===== src/rtl/var_seq_monitor.sv =====
// var_seq_monitor: watches varA..varD for rising edges and checks that they
// arrive in the order A->B->C->D. Reports completed sequences (seq_done),
// aborted sequences (seq_err + err_code) and keeps a saturating varB rise
// counter and a wrapping completed-sequence counter.
//
// Optional feature: define VAR_SEQ_MON_TIMEOUT_EN to compile in the
// inter-edge timer and the TIMEOUT error. Without it a WAIT state may be
// held indefinitely and err_code never reads 2.
module var_seq_monitor #(
  parameter int CNT_W   = 8,
  parameter int TIMEOUT = 16   // legal range 2..255
) (
  input  logic             clk,
  input  logic             rst,        // synchronous, active-low
  input  logic             varA,
  input  logic             varB,
  input  logic             varC,
  input  logic             varD,
  input  logic             clr,
  output logic             seq_done,
  output logic             seq_err,
  output logic [1:0]       err_code,
  output logic [CNT_W-1:0] rise_cnt,
  output logic [CNT_W-1:0] match_cnt,
  output logic [1:0]       state
);

  typedef enum logic [1:0] {
    IDLE   = 2'd0,
    WAIT_B = 2'd1,
    WAIT_C = 2'd2,
    WAIT_D = 2'd3
  } state_t;

  typedef enum logic [1:0] {
    ERR_NONE    = 2'd0,
    ERR_ORDER   = 2'd1,
    ERR_TIMEOUT = 2'd2
  } err_t;

  // Bit order for all edge vectors: {D, C, B, A}.
  logic [3:0] cur;
  logic [3:0] prev_q;
  logic [3:0] rise;

  state_t     state_q, state_d;
  logic       done_d, err_d;
  logic [1:0] code_d;
  logic       accept;
  logic [3:0] exp_mask;
  logic       timeout_hit;

  assign cur  = {varD, varC, varB, varA};
  assign rise = cur & ~prev_q;

  // Previous-value registers track the live inputs every cycle.
  // NOTE: prev_q is deliberately left out of reset so a line that is already
  // high when reset releases is not mistaken for a fresh rise.
  always_ff @(posedge clk) begin
    prev_q <= cur;
  end

`ifdef VAR_SEQ_MON_TIMEOUT_EN
  localparam logic [7:0] TMO_LAST = 8'(TIMEOUT - 1);
  logic [7:0] timer_q;

  // Inter-edge timer: clears on accepted edges and outside a sequence,
  // otherwise counts cycles spent waiting.
  always_ff @(posedge clk) begin
    if (!rst) begin
      timer_q <= '0;
    end else if (accept || state_q == IDLE || state_d == IDLE) begin
      timer_q <= '0;
    end else begin
      timer_q <= timer_q + 8'd1;
    end
  end

  // This cycle is the TIMEOUT-th since the last accepted edge.
  assign timeout_hit = (timer_q == TMO_LAST);
`else
  assign timeout_hit = 1'b0;
`endif

  // Next-state and pulse decode for the sequence FSM.
  // NOTE: every output of this block gets a default first, so no path can
  // leave a value unassigned and infer a latch.
  always_comb begin
    state_d  = state_q;
    done_d   = 1'b0;
    err_d    = 1'b0;
    code_d   = err_code;
    accept   = 1'b0;
    exp_mask = 4'b0000;

    unique case (state_q)
      IDLE:    exp_mask = 4'b0001;
      WAIT_B:  exp_mask = 4'b0010;
      WAIT_C:  exp_mask = 4'b0100;
      WAIT_D:  exp_mask = 4'b1000;
      default: exp_mask = 4'b0000;
    endcase

    if (state_q == IDLE) begin
      // Only A opens a sequence; stray B/C/D rises are ignored here.
      if (rise[0]) begin
        state_d = WAIT_B;
        accept  = 1'b1;
      end
    end else if (rise == exp_mask) begin
      // The expected rise, alone: advance (or complete on D).
      accept = 1'b1;
      if (state_q == WAIT_D) begin
        state_d = IDLE;
        done_d  = 1'b1;
      end else begin
        state_d = state_t'(state_q + 2'd1);
      end
    end else if (rise != 4'b0000) begin
      // Any other rise, including a re-rise of A or the expected rise
      // accompanied by another, aborts the sequence.
      state_d = IDLE;
      err_d   = 1'b1;
      code_d  = ERR_ORDER;
    end else if (timeout_hit) begin
      // Only reached when no edge arrived, so an edge suppresses timeout.
      state_d = IDLE;
      err_d   = 1'b1;
      code_d  = ERR_TIMEOUT;
    end
  end

  // FSM state and registered status outputs.
  // NOTE: sequential state uses non-blocking assignments so every register
  // samples the pre-edge values of its sources.
  always_ff @(posedge clk) begin
    if (!rst) begin
      state_q  <= IDLE;
      seq_done <= 1'b0;
      seq_err  <= 1'b0;
      err_code <= ERR_NONE;
    end else begin
      state_q  <= state_d;
      seq_done <= done_d;
      seq_err  <= err_d;
      err_code <= code_d;
    end
  end

  // Event counters: rise_cnt saturates, match_cnt wraps, clr wins.
  always_ff @(posedge clk) begin
    if (!rst || clr) begin
      rise_cnt  <= '0;
      match_cnt <= '0;
    end else begin
      if (rise[1] && rise_cnt != {CNT_W{1'b1}}) begin
        rise_cnt <= rise_cnt + 1'b1;
      end
      if (done_d) begin
        match_cnt <= match_cnt + 1'b1;
      end
    end
  end

  assign state = state_q;

endmodule


===== config.mk =====
export PLATFORM = sky130hd
export DESIGN_NAME = var_seq_monitor
export DESIGN_NICKNAME = d
export VERILOG_FILES = /design/src/rtl/var_seq_monitor.sv
export SDC_FILE = /design/constraint.sdc
export NUM_CORES = 1
export LEC_CHECK = 0
export CORE_MARGIN = 4
export CORE_UTILIZATION = 52
export CTS_BUF_LIST = sky130_fd_sc_hd__clkbuf_16
export CTS_CLUSTER_SIZE = 12
export DETAILED_ROUTE_END_ITERATION = 8
export GPL_TIMING_DRIVEN = 0
export PLACE_DENSITY = 0.83
export SKIP_CTS_REPAIR_TIMING = 1
export SLEW_MARGIN = 0
export SYNTH_ARGS = -nofsm -noshare
export SYNTH_HDL_FRONTEND = slang
export SYNTH_SLANG_ARGS = --single-unit

===== constraint.sdc =====
create_clock -name clk -period 3.4 [get_ports clk]
set_clock_uncertainty 0.1 [all_clocks]
set_input_delay 0.51 -clock clk [delete_from_list [all_inputs] [get_ports clk]]
set_output_delay 0.51 -clock clk [all_outputs]
set_load 0.02 [all_outputs]

==> results_dict.tcl <==
set metrics [dict create \
    status "completed" \
    yosys-top-cells-area "dfxtp_1 41%, ha_1 8.3%, nor2_1 4.3%, xnor2_2 4.0%, nor2b_4 3.4%" \
    h-tree-depth 1 \
    synthFlopType "dfxtp_1" \
    setup_tns_ns 0 \
    cpPeakStageDelay_ns 0.51 \
    cp_top_family "simple AND/OR/NAND/NOR gates" \
    p_clk_share_pct 38.4 \
    port_buffers 27 \
    fin_cells 189 \
    netlist.area_leader.share_pct 41.3 \
    clkTransAtPathRegs_ns 0.06 \
    drt_iter0_drc 6 \
    p_int_w 0.000503 \
    multi_input_area_um2 672 \
    arrival_ns 2.45 \
    end_kind "flip-flop" \
    synthArstFlopShare_pct 0 \
    pwr_density_cell_mw_per_mm2 410 \
    rrSetupSlack_ns 1.04 \
    routedWlPerCell_um 13.2 \
    grt_pass1_vias 1011 \
    synthCells 130 \
    pwr-share-seq_pct 47.4 \
    startpoint_type "input pin" \
    syn_to_final_growth_pct 31.7 \
    syn-num-nets 145 \
    p_leak_nw 0.613 \
    hold_viol 0 \
    die_height_um 56.3 \
    synth.largest_area_cell "dfxtp_1" \
    grt.overflow.total 0 \
    crit_fanout 10 \
    wirelength_um 2500 \
    synth.avg_cell_area_um2 9.32 \
    cp-startpoint "varA" \
    dp_cells 185 \
    drv_cap 0 \
    endpoint "match_cnt[2]" \
    dpl_cell_area_mm2 0.00152 \
    pwr-share-comb_pct 14.1 \
    slew_headroom_pct 56.5 \
    drc_errors 0 \
    coreArea_mm2 0.00221 \
    design_area_mm2 0.00160 \
    worst_pin_slew_ns 0.650 \
    final_nets 177 \
    grt_start_max_net_pins 14 \
    layout_commonest_cell "clkdlybuf4s50_1" \
    path_depth 8 \
    clock_sinks 25 \
    rows 17 \
    root_buffer "clkbuf_16" \
    p_switching_w 0.000151 \
    numCtsBuffers 3 \
    grt_pass1_wl_um 4220 \
    path_buf_inv 2 \
    yosys_warnings 0 \
    vdd_drop_max_mv 0.307 \
    die-area_mm2 0.00317 \
    io_pins 29 \
    rsz0062_at_grt "no" \
    drive_above_1_share_pct 7.45 \
    holdCritPathClass "flip-flop to flip-flop" \
    min_from "err_code[0]" \
    ys_ff_latch 25 \
    worstSetupPathType "input pin to flip-flop" \
    synth-edff-count 0 \
    min_period_ns 2.37 \
    seq_area_um2 500 \
    final.fill_count 188 \
    gp_congestion 0.858 \
    fin_crit_sh_pct 69.7 \
    ys_types 36 \
    initial_utilization_pct 54.8 \
    final-max-slew-violation-count 0 \
    cp_data_required_time_ns 3.48 \
    cts_tree "done" \
    cp_cell_sequence "clkdlybuf4s50_1 > nand2_1 > ha_1 > and3b_1 > nand4_2 > buf_2 > or3_1 > a21oi_1" \
    rr_startpoint "state[0]" \
    grt_usage_pct 16.3 \
    r2r_end "match_cnt[2]" \
    clock_latency_ns 0.25 \
    finalSetupViolCount 0 \
    crit_slowest_cell "clkdlybuf4s50_1" \
    mappedNetlistArea_mm2 0.00121 \
    p_sw_share_pct 23.0 \
    dp_hpwl_um 1880 \
    vias 1022 \
    drt_first_pass_iters 4 \
    mostFrequentLayoutCells "27 x clkdlybuf4s50_1, 25 x dfxtp_1, 14 x nor2_1" \
    reg2reg_depth 8 \
    ctsLongestPathBuffers 2 \
    antenna_cells 0 \
    drtAntennaViolNets 0 \
    die_w_um 56.3 \
    fmax_mhz 422 \
    via_per_inst 5.41 \
    antenna_found_initial 0 \
    yosysSeqAreaShare_pct 41.3 \
]
==> cell families (layout without fill, tap and decap cells) <==
| family | Yosys count | count (layout) | synth area share (%) |
|---|---|---|---|
| and+or+nand+nor | 55 | 55 | 26.3 |
| DFF | 25 | 25 | 41.3 |
| AOI/OAI and AO/OA | 21 | 21 | 10.5 |
| xor gates and xnor gates | 9 | 9 | 8.37 |
| buffers and inverters | 9 | 40 | 3.20 |
| adders and majority gates | 8 | 8 | 8.26 |
| muxes | 2 | 2 | 1.65 |
| other | 1 | 1 | 0.310 |
==> power groups by stage <==
stage	Clock, W	Sequential [W]	Combinational (W)
after floorplan	0	0.000324	0.0000524
after global placement	0	0.000316	0.0000879
after detailed placement	0	0.000317	0.0000908
after CTS	0.000255	0.000310	0.0000924
after global routing	0.000266	0.000312	0.000101
final	0.000251	0.000310	0.0000923
==> area by class of cell <==
cell class	instances	area share, %
Multi-Input combinational cell	96	42.1
Sequential cell	25	31.4
Timing Repair Buffer	27	16.9
Clock buffer	3	4.71
Tap cell	28	2.20
Buffer	4	1.25
Inverter	5	1.18
Clock inverter	1	0.235
==> worst register-to-register path, delay by kind of cell, from the launching register on <==
family | cells | cell delay [ns]
buffers and inverters | 2 | 0.35
DFF | 1 | 0.44
and+or+nand+nor | 3 | 0.68
AOI/OAI and AO/OA | 1 | 0.15
adders and majority gates | 2 | 0.57
==> registers in the layout (all words and copies together), names as in the netlist <==
name	flops
err_code	1
match_cnt	8
prev_q	4
rise_cnt	8
seq_done	1
seq_err	1
state	2
==> Yosys cell counts, types with 3 or more instances <==
cell and number:
nor2_1 14, or3_1 5, and3_1 4, a21oi_1 8, xor2_1 3, xnor2_1 3
o21ai_0 5, a31oi_1 3, xnor2_2 3, ha_1 8, inv_1 5, nand3_1 4
nor2b_4 3, dfxtp_1 25, nand4_1 4, nand2_1 8
==> worst min path at each step <==
stage / cells after the start / to
after floorplan: 0 / prev_q[0]
after global placement: 2 / err_code[0]
after detailed placement: 2 / err_code[0]
after CTS: 2 / err_code[0]
after global routing: 2 / match_cnt[7]
final: 2 / err_code[0]
==> per-layer routing <==
| layer | wire, um | vias up | track usage [%] |
|---|---|---|---|
| li1 | - | 522 | - |
| met1 | 1100 | 483 | 18.7 |
| met2 | 1300 | 15 | 30.7 |
| met3 | 82 | 2 | 2.99 |
| met4 | 16 | 0 | 4.07 |
| met5 | 0 | - | 0 |
==> stage by stage <==
stage / total power (W) / setup WS, ns / utilization, % / hold WS, ns
final: 0.000654 / 1.03 / 72.1 / 0.374
after global routing: 0.000679 / 0.806 / 72.1 / 0.422
after CTS: 0.000658 / 1.01 / 72.1 / 0.383
after detailed placement: 0.000408 / 0.784 / 68.6 / 0.367
after global placement: 0.000404 / 0.850 / 68.6 / 0.351
after floorplan: 0.000376 / 1.14 / - / 0.438
Power figures use the tool's default switching activity.
